`src/rtl/aes_mix_pkg.sv`:
```
// Shared constants and GF(2^8) helpers for the AES MixColumns datapath.
// Latency: none. This package holds only types and functions.
// Backpressure: not applicable.
package aes_mix_pkg;

    localparam logic [1:0] MIX_FWD = 2'b00;
    localparam logic [1:0] MIX_INV = 2'b01;
    localparam logic [1:0] MIX_BYP = 2'b10;
    localparam logic [1:0] MIX_RSV = 2'b11;

    // Products of one state byte that the S1 register stage holds: a, 2a, 4a and 8a.
    typedef struct packed {
        logic [7:0] a;
        logic [7:0] x2;
        logic [7:0] x4;
        logic [7:0] x8;
    } prod_t;

    // Multiplication by x (that is, by 2) modulo x^8+x^4+x^3+x+1 (0x11B).
    function automatic logic [7:0] xtime(input logic [7:0] b);
        return {b[6:0], 1'b0} ^ (b[7] ? 8'h1b : 8'h00);
    endfunction

    function automatic prod_t products(input logic [7:0] b);
        prod_t p;
        p.a  = b;
        p.x2 = xtime(b);
        p.x4 = xtime(p.x2);
        p.x8 = xtime(p.x4);
        return p;
    endfunction

    // The inverse-matrix coefficients decompose into sums of the x1/x2/x4/x8 terms.
    function automatic logic [7:0] gf_mul9(input prod_t p);
        return p.x8 ^ p.a;
    endfunction

    function automatic logic [7:0] gf_mul11(input prod_t p);
        return p.x8 ^ p.x2 ^ p.a;
    endfunction

    function automatic logic [7:0] gf_mul13(input prod_t p);
        return p.x8 ^ p.x4 ^ p.a;
    endfunction

    function automatic logic [7:0] gf_mul14(input prod_t p);
        return p.x8 ^ p.x4 ^ p.x2;
    endfunction

    // Mode 11 is always reserved. Mode 01 is also reserved when the inverse path is not built.
    function automatic logic is_reserved(input logic [1:0] mode, input bit inv_en);
        return (mode == MIX_RSV) || ((mode == MIX_INV) && !inv_en);
    endfunction

endpackage

```
`src/rtl/mix_col_word.sv`:
```
// Combinational mixing of one 32-bit column from the precomputed byte products.
// Latency: 0 cycles (purely combinational).
// Backpressure: none; the enclosing pipeline registers the inputs and the output.
// Ports: p[r] = {a,2a,4a,8a} of row r; mode = 00 fwd / 01 inv / other bypass; col = mixed column, row 0 in bits [31:24].
module mix_col_word
    import aes_mix_pkg::*;
#(
    parameter bit INV_EN = 1'b1
) (
    input  prod_t [3:0]  p,
    input  logic  [1:0]  mode,
    output logic  [31:0] col
);

    always_comb begin
        col = '0;
        for (int r = 0; r < 4; r++) begin
            logic [7:0] b;
            // Bypass is the fallback. This also covers the reserved encodings.
            b = p[r].a;
            if (mode == MIX_FWD) begin
                // 3a = 2a ^ a
                b = p[r].x2 ^ p[2'(r + 1)].x2 ^ p[2'(r + 1)].a
                  ^ p[2'(r + 2)].a ^ p[2'(r + 3)].a;
            end else if ((mode == MIX_INV) && INV_EN) begin
                b = gf_mul14(p[r]) ^ gf_mul11(p[2'(r + 1)])
                  ^ gf_mul13(p[2'(r + 2)]) ^ gf_mul9(p[2'(r + 3)]);
            end
            col[31 - 8*r -: 8] = b;
        end
    end

endmodule

```
`src/rtl/mix_columns_pipe.sv`:
```
// Pipelined AES MixColumns (forward / inverse / bypass) on NUM_COL columns per beat.
// Latency: 2 cycles. S1 holds the byte products and S2 holds the mixed result.
// Backpressure: valid/ready with full throughput; each stage loads when it is empty or when the stage after it is loading.
// Ports: in_valid/in_ready/in_mode/in_data give the input beat; out_valid/out_ready/out_data give the output beat;
//        err_mode is sticky and is set when a beat with a reserved mode is accepted.
module mix_columns_pipe
    import aes_mix_pkg::*;
#(
    parameter int NUM_COL = 4,
    parameter bit INV_EN  = 1'b1,
    localparam int W      = 32 * NUM_COL
) (
    input  logic         clk,
    input  logic         rst_n,
    input  logic         in_valid,
    output logic         in_ready,
    input  logic [1:0]   in_mode,
    input  logic [W-1:0] in_data,
    output logic         out_valid,
    input  logic         out_ready,
    output logic [W-1:0] out_data,
    output logic         err_mode
);

    localparam int NBYTE = 4 * NUM_COL;

    prod_t [NBYTE-1:0] in_prod;
    prod_t [NBYTE-1:0] s1_prod;
    logic  [1:0]       s1_mode;
    logic              v1;
    logic              v2;
    logic              s1_load;
    logic              s2_load;
    logic              accept;
    logic  [W-1:0]     mixed;

    assign s2_load   = !v2 || out_ready;
    assign s1_load   = !v1 || s2_load;
    assign in_ready  = s1_load;
    assign accept    = in_valid && in_ready;
    assign out_valid = v2;

    // The byte of column c, row r is stored at index 4*c+r.
    // Each column's four rows then form a contiguous slice for mix_col_word.
    always_comb begin
        in_prod = '0;
        for (int c = 0; c < NUM_COL; c++) begin
            for (int r = 0; r < 4; r++) begin
                in_prod[4*c + r] = products(in_data[W - 1 - 32*c - 8*r -: 8]);
            end
        end
    end

    for (genvar c = 0; c < NUM_COL; c++) begin : g_col
        mix_col_word #(.INV_EN(INV_EN)) u_col (
            .p    (s1_prod[4*c +: 4]),
            .mode (s1_mode),
            .col  (mixed[W - 1 - 32*c -: 32])
        );
    end

    always_ff @(posedge clk or negedge rst_n) begin
        if (!rst_n) begin
            v1       <= 1'b0;
            s1_prod  <= '0;
            s1_mode  <= MIX_FWD;
            v2       <= 1'b0;
            out_data <= '0;
            err_mode <= 1'b0;
        end else begin
            if (s1_load) begin
                v1 <= accept;
                if (accept) begin
                    s1_prod <= in_prod;
                    s1_mode <= in_mode;
                end
            end
            // When S1 is empty, S2 drains to empty. out_data keeps its last value,
            // so a held output stays stable until it is taken.
            if (s2_load) begin
                v2 <= v1;
                if (v1) begin
                    out_data <= mixed;
                end
            end
            if (accept && is_reserved(in_mode, INV_EN)) begin
                err_mode <= 1'b1;
            end
        end
    end

endmodule

```
`config.mk`:
```
export PLATFORM = sky130hd
export DESIGN_NAME = mix_columns_pipe
export DESIGN_NICKNAME = d
export VERILOG_FILES = /design/src/rtl/aes_mix_pkg.sv /design/src/rtl/mix_col_word.sv /design/src/rtl/mix_columns_pipe.sv
export SDC_FILE = /design/constraint.sdc
export NUM_CORES = 1
export LEC_CHECK = 0
export BUFFER_PORTS_ARGS = -buffer_cell sky130_fd_sc_hd__buf_2
export CAP_MARGIN = 0
export CORE_MARGIN = 3
export CORE_UTILIZATION = 57
export CTS_BUF_LIST = sky130_fd_sc_hd__clkbuf_4 sky130_fd_sc_hd__clkbuf_8 sky130_fd_sc_hd__clkbuf_16
export CTS_CLUSTER_SIZE = 20
export DETAILED_ROUTE_END_ITERATION = 10
export GPL_TIMING_DRIVEN = 0
export HOLD_SLACK_MARGIN = 0.08
export MAX_ROUTING_LAYER = met4
export PLACE_DENSITY = 0.95
export RECOVER_POWER = 50
export SETUP_SLACK_MARGIN = 0.2
export SLEW_MARGIN = 20
export SYNTH_ARGS = -nofsm -noshare
export SYNTH_HDL_FRONTEND = slang
export SYNTH_SLANG_ARGS = --single-unit
```
`constraint.sdc`:
```
create_clock -name clk -period 2.15 [get_ports clk]
set_clock_uncertainty 0.15 [all_clocks]
set_input_delay 0.215 -clock clk [delete_from_list [all_inputs] [get_ports clk]]
set_output_delay 0.215 -clock clk [all_outputs]
set_load 0.01 [all_outputs]
```
==> metrics, run 1 <==
Worst Path Arrival=around 2.1 ns; Mapped Area=just over 10000 sq um; die area=~20000 sq um; Mean Syn Cell Area=18.7 sq um; critical path data required time=around 2.4 ns; crit path time final=~1.9 ns; Worst-Skew Late Latency=around 0.51 ns; CP dominant cell by count=buf_6; Synth top area share=63.0%; Global Route Usage Sum=between 20 and 30%; gp weighted congestion=slightly below 0.8; DRC=0; Max Root-Sink Buffers=3; HPWL after DPL=approximately 16000 microns; Layout Cells excl Fill=roughly 1200; final hold violations=0; largest net degree at the start of global routing=about 90; PD cells=around 1000 nW/um^2; Worst-path clk slew=approximately 0.060 ns; post-synth cell types=13; Root Buffer=clkbuf_16; Combinational Power Share=21.5%; Rows=between 40 and 50; Cell Area, Placed=around 12000 sq um; critical path peak fanout=10; multi-input gate area in the final layout=around 3400 sq um; Seq cells post-synth=between 200 and 300; Filler cells=between 900 and 1000; Die Y=about 140 microns; FF+latch area=between 6000 and 7000 sq um; WS Path Type=primary input to register; CTS buffer count=27; die span in x=140 microns; area delta synth->final=36.8%; count leader, synth=dfrtp_1; worst path cell trace=dlygate4sd3_1 > buf_2 > nand3b_1 > nand2_4 > buf_6 > buf_6 > mux2_2; Final period util=86.5%; via density per instance=5.26; outcome=completed; 1st-iter DRT viols=~230; synth warn=0; Post-synth top flop=dfrtp_1; core footprint=roughly 17000 sq um; Place WS=between 0.4 and 0.5 ns; CP startpoint kind=primary input; switch share=a little over a quarter; slowest stage delay, CP=about 0.54 ns; sw power=roughly 4 mW; Vias=between 6000 and 7000; final setup violation count=0; Port Buffers=approximately 260; Max IR drop VDD=894 uV; clock sinks=about 260; Sequential Power Share=45.0%; routed length per instance=around 22 microns; number of flops mapped to enable cells by yosys=0; RSZ-0062 raised after global routing=false; TritonCTS clock tree=yes; dpl cells=about 1000; Static Leak=approximately 6.6 nW; PnR Total Power=around 14 mW; # hold bufs at CTS=134; Crit. End Element=register; design area=roughly 14000 sq um; CP max-delay cell=dlygate4sd3_1; Worst slew margin=between 40% and 50%; Int Power=about 10 mW; register area share after synthesis=around 63%; Worst Slack Setup Final=0.291 ns; max frequency=around 0.54 GHz; IO Pins=about 270; Pre-antenna DRT Iters=5; min-delay worst type=primary input to asynchronous set/reset pin; number of global-route vias before repair=between 7000 and 8000; Antenna Violating Nets Remaining=0; setup_tns=0 ns; initial antenna violation count=2; grt ovf=0; Post-CTS Setup Bufs=0; post-synthesis async set-or-reset flop share=100%; share of cells above drive strength 1=~47%; dominant cell type by area after synthesis=dfrtp_1; syn_nets=slightly below 700; NumNets Final=1115; post-CTS resize count=0; Initial Util=between 50% and 60%; Clock power frac=approximately a third; pin slew with the least headroom to its limit=between 0.8 and 0.9 ns; final wirelength=around 27000 microns; Synth area leaders=dfrtp_1 63%, mux2_4 16%, mux2_2 15%; htree depth=1; Final Max Slew Viols=0; max cap viols=0; Post-Synthesis Cells=550; Synth top cells by count=259 x dfrtp_1, 141 x mux2_2, 113 x mux2_4; first-pass GRT wire length=between 40000 and 50000 microns
==> cell usage in the layout, fill, tap and decap left out <==
master / n
mux2_1: 2
nand2_1: 1
nand2b_1: 2
clkbuf_8: 17
buf_12: 11
nand3b_1: 1
buf_2: 135
dlygate4sd3_1: 135
or2b_1: 1
clkbuf_4: 5
clkbuf_1: 128
buf_6: 7
diode_2: 2
mux2_2: 141
clkinvlp_4: 1
a41o_1: 1
dfrtp_1: 259
clkbuf_16: 27
bufinv_16: 3
mux2_4: 113
buf_16: 2
nand2_4: 1
buf_8: 1
clkinv_2: 6
==> worst max-delay path, delay by kind of cell <==
family	cells	cell delay [ns]
buf+inv	4	1.07
simple gates	2	0.44
mux	1	0.36
==> power by group through the flow <==
stage	Clock (mW)	Combinational (mW)	Sequential (mW)
2_1_floorplan	0	1.47	6.69
3_3_place_gp	0	2.88	6.40
3_5_place_dp	0	3.00	6.47
4_1_cts	4.88	3.22	6.41
5_1_grt	5.12	3.29	6.61
6_report	4.85	3.10	6.51
==> per-layer routing <==
layer	share of wire, %	global-route usage [%]	up-vias
met2	52	48.6	274
met5	0	-	-
met3	6.1	5.77	92
met4	4.3	11.3	0
met1	38	32.8	3288
li1	-	-	2803
==> stage by stage <==
step | utilization (%) | hold WS [ns]
after floorplan | - | -0.231
after global placement | 68.0 | 0.295
after detailed placement | 68.6 | 0.00297
after CTS | 81.6 | 0.0488
after global routing | 80.6 | 0.0563
final | 80.6 | 0.0394
==> path summary, 6_finish.rpt <==
check	startpoint	endpoint	slack (ns)	cells past startpoint
setup reg to reg	out_valid	s1_prod[89]	0.34	5
setup / recovery	out_ready	s1_prod[89]	0.29	7
hold / removal	rst_n	out_data[58]	0.04	2
hold reg to reg	out_data[107]	out_data[107]	0.35	1
min in group clk	in_data[113]	s1_prod[57]	0.31	3
max in group asynchronous	rst_n	s1_prod[156]	0.60	3
==> logic make-up (layout without fill, tap and decap cells) <==
kind of cell,count (synthesis),in the layout,share of synthesized area (%)
flops,259,259,63.0
mux,256,256,32.1
buf+inv,28,478,4.24
simple gates,6,6,0.535
compound gates,1,1,0.0973
other cells,0,2,0
==> layout make-up <==
class / instances / share of cell area, %
antenna: 2 / 0.0355
buffer: 28 / 3.10
clock buffer: 38 / 5.70
clock inverter: 10 / 0.907
multi-input combinational: 263 / 23.9
sequential: 259 / 46.0
tap: 225 / 2.00
timing repair buffer: 402 / 18.4
==> state kept, by name (all words and copies together), names as in the netlist <==
signal,flops
out_data,128
out_valid,1
v1,1
s1_prod,128
err_mode,1
Note: power is estimated with default switching activity, not from simulation.
==> run 2, diff against run 1 <==
Settings changed: ABC_AREA from default to 1.
==> run 2 against run 1 <==
  * First-iteration DRC count rose to 4.5 times the previous value
  * Hold slack improved by 0.057 ns
  * Cell count rose by 46%
  * Clock power fell by 0.8%
  * Worst setup slack got worse by 0.051 ns
  * Critical endpoint is now s1_prod[25]
  * Largest power group unchanged
==> metrics, run 2 <==
outcome=completed; critical path data required time=between 2 and 2.5 ns; first-pass GRT wire length=55600 microns; Synth area leaders=dfrtp_1 64%, nand2_1 19%, nand3_1 13%; Vias=10300; Seq cells post-synth=between 200 and 300; Largest regs=out_data x128, s1_prod x128; Synth top cells by count=519 x nand2_1, 259 x dfrtp_1, 256 x nand3_1; Pre-antenna DRT Iters=6; Min Hold Slack=slightly below 0.1 ns; critical path peak fanout=10; gp weighted congestion=between 0.8 and 0.9; clock sinks=259; CP dominant cell by count=nand2_1; Reg2Reg Depth=6; number of global-route vias before repair=10700; max frequency=about 0.52 GHz; via density per instance=between 5 and 6; syn_nets=1256; die area=~19000 sq um; Crit. End Element=register; Post-synth top flop=dfrtp_1; Die Y=~140 microns; Max Root-Sink Buffers=3; initial antenna violation count=0; Static Leak=about 7.3 nW; Post-Synth XOR/XNOR Area=0%; main combinational cell family by area after synthesis=simple AND/OR/NAND/NOR gates; PD cells=approximately 1100 nW/um^2; family with the most delay on the worst path=buffers and inverters; CP Depth=6; Worst Path Arrival=2.21 ns; final setup violation count=0; pin slew with the least headroom to its limit=0.722 ns; TritonCTS clock tree=yes; largest net degree at the start of global routing=roughly 110; Clock power frac=between 30% and 40%; Mapped Area=between 10000 and 15000 sq um; IO Pins=about 270; final hold violations=0; Worst-Skew Late Latency=roughly 0.52 ns; most common cell after layout, fill and taps aside=nand2_1; sw power=a little under 5 mW; htree depth=1; post-synthesis async set-or-reset flop share=between 90% and 100%; die span in x=around 140 microns; Final period util=approximately nine tenths; number of flops mapped to enable cells by yosys=0; switch share=roughly a third; Synth top area share=64.1%; Initial Util=roughly three fifths; count leader, synth=nand2_1; register area share after synthesis=between 60% and 70%; Int Power=9.97 mW; DRC=0; Final Util=79.7%; routed length per instance=between 15 and 20 microns; 1st-iter DRT viols=a little over 1000; core footprint=17400 sq um; Worst-path clk slew=0.06 ns; Max IR drop VDD=784 uV; CP max-delay cell=clkbuf_1; Worst slew margin=~52%; Worst Slack Setup Final=0.240 ns; Post-CTS Setup Bufs=0; share of cells above drive strength 1=roughly 14%; grt ovf=0; CP startpoint kind=register; worst path cell trace=nand3_2 > nand2_1 > clkbuf_1 > clkbuf_2 > nand2_1 > nand2_1; Place WS=between 0.4 and 0.5 ns; Mean Syn Cell Area=9.02 sq um; worst hold stages=4; Post-Synthesis Cells=between 1000 and 1500; Port Buffers=between 200 and 300; RSZ-0062 raised after global routing=false; post-synthesis compound-gate area fraction=0%; multiplexer share of the synthesized area=0%; dominant cell type by area after synthesis=dfrtp_1; synth warn=0; CTS buffer count=27; Global Route Usage Sum=a little under two fifths; Sequential Power Share=approximately 45%; Root Buffer=clkbuf_16; HPWL after DPL=18900 microns; NumNets Final=roughly 1700; final wirelength=~35000 microns; max cap viols=0; setup_tns=0 ns; Antenna Violating Nets Remaining=0; post-synthesis adder-cell area fraction=0%; Combinational Power Share=a little under a quarter; CP bufs+invs=2; crit path time final=about 1.9 ns; Rows=48; area delta synth->final=36.8%; Final Max Slew Viols=0; commonest non-fill, non-tap cells in the layout=519 x nand2_1, 259 x dfrtp_1, 256 x nand3_1, 174 x clkbuf_1, 163 x buf_2; simple-gate share of the synthesized area=between 30 and 40%; WS Path Type=register to register; slowest stage delay, CP=0.51 ns; min-delay worst type=primary input to register; post-synth cell types=10
run 2: changes by cell type after synthesis, moves of 10 or more:
cell and change:
clkbuf_8 -10, mux2_4 -113, mux2_2 -141, buf_12 -11, nand2_1 +518, nand3_1 +256, clkbuf_1 +28, buf_2 +48
run 2: layout make-up:
class / count / area [sq um]
Antenna cell: 2 / 5.00
Fill cell: 1009 / 3520
Tap cell: 225 / 282
Sequential cell: 259 / 6480
Timing Repair Buffer: 398 / 2540
Clock buffer: 37 / 782
Clock inverter: 10 / 129
Inverter: 2 / 7.51
Multi-Input combinational cell: 777 / 3250
Buffer: 84 / 360
run 2: stage by stage:
stage / power, mW / cell area [sq um] / std cells
finish: 14.8 / 13800 / 1794
global placement: 9.62 / 11700 / 1611
global route: 15.5 / 13800 / 1792
detailed placement: 9.81 / 11800 / 1613
CTS: 14.8 / 14000 / 1792
floorplan: 8.24 / 10100 / 1122
run 2: power by group through the flow:
stage	registers (mW)	clock network, mW	logic [mW]
3_5_place_dp	6.61	0	3.20
4_1_cts	6.57	4.79	3.42
3_3_place_gp	6.57	0	3.04
6_report	6.68	4.81	3.36
2_1_floorplan	6.87	0	1.37
5_1_grt	6.76	5.02	3.69
run 2: final timing paths:
| kind | startpoint | end | slack [ns] |
|---|---|---|---|
| max in group asynchronous | rst_n | s1_prod[344] | 0.38 |
| worst min-delay path | in_valid | s1_prod[511] | 0.1 |
| worst max register to register | v1 | s1_prod[25] | 0.24 |
| worst min register to register | out_data[7] | out_data[7] | 0.32 |
| min in group asynchronous | rst_n | out_data[19] | 0.61 |
| worst max-delay path | v1 | s1_prod[25] | 0.24 |
run 2: routing by layer:
layer  global-route usage [%]  vias to the layer above  wire length [microns]
li1                         -                     4450                      -
met1                     43.1                     4918                  12100
met2                     62.0                      739                  17400
met3                     6.22                      199                   3080
met4                     18.8                        0                   2220
met5                        -                        -                      0
run 2: timing repair:
item	CTS	global route
hold buffers	132	0
setup endpoints to repair	1	2
hold endpoints to repair	388	0
resized for setup	1	2
run 2: kinds of logic after synthesis:
logic type             count (synthesis)
and+or+nand+nor                      777
DFF                                  259
buffers and inverters                 86
run 2: worst min-delay path: cells and delay by family:
family	cells	cell delay, ns
buf+inv	2	0.34
simple gates	2	0.16
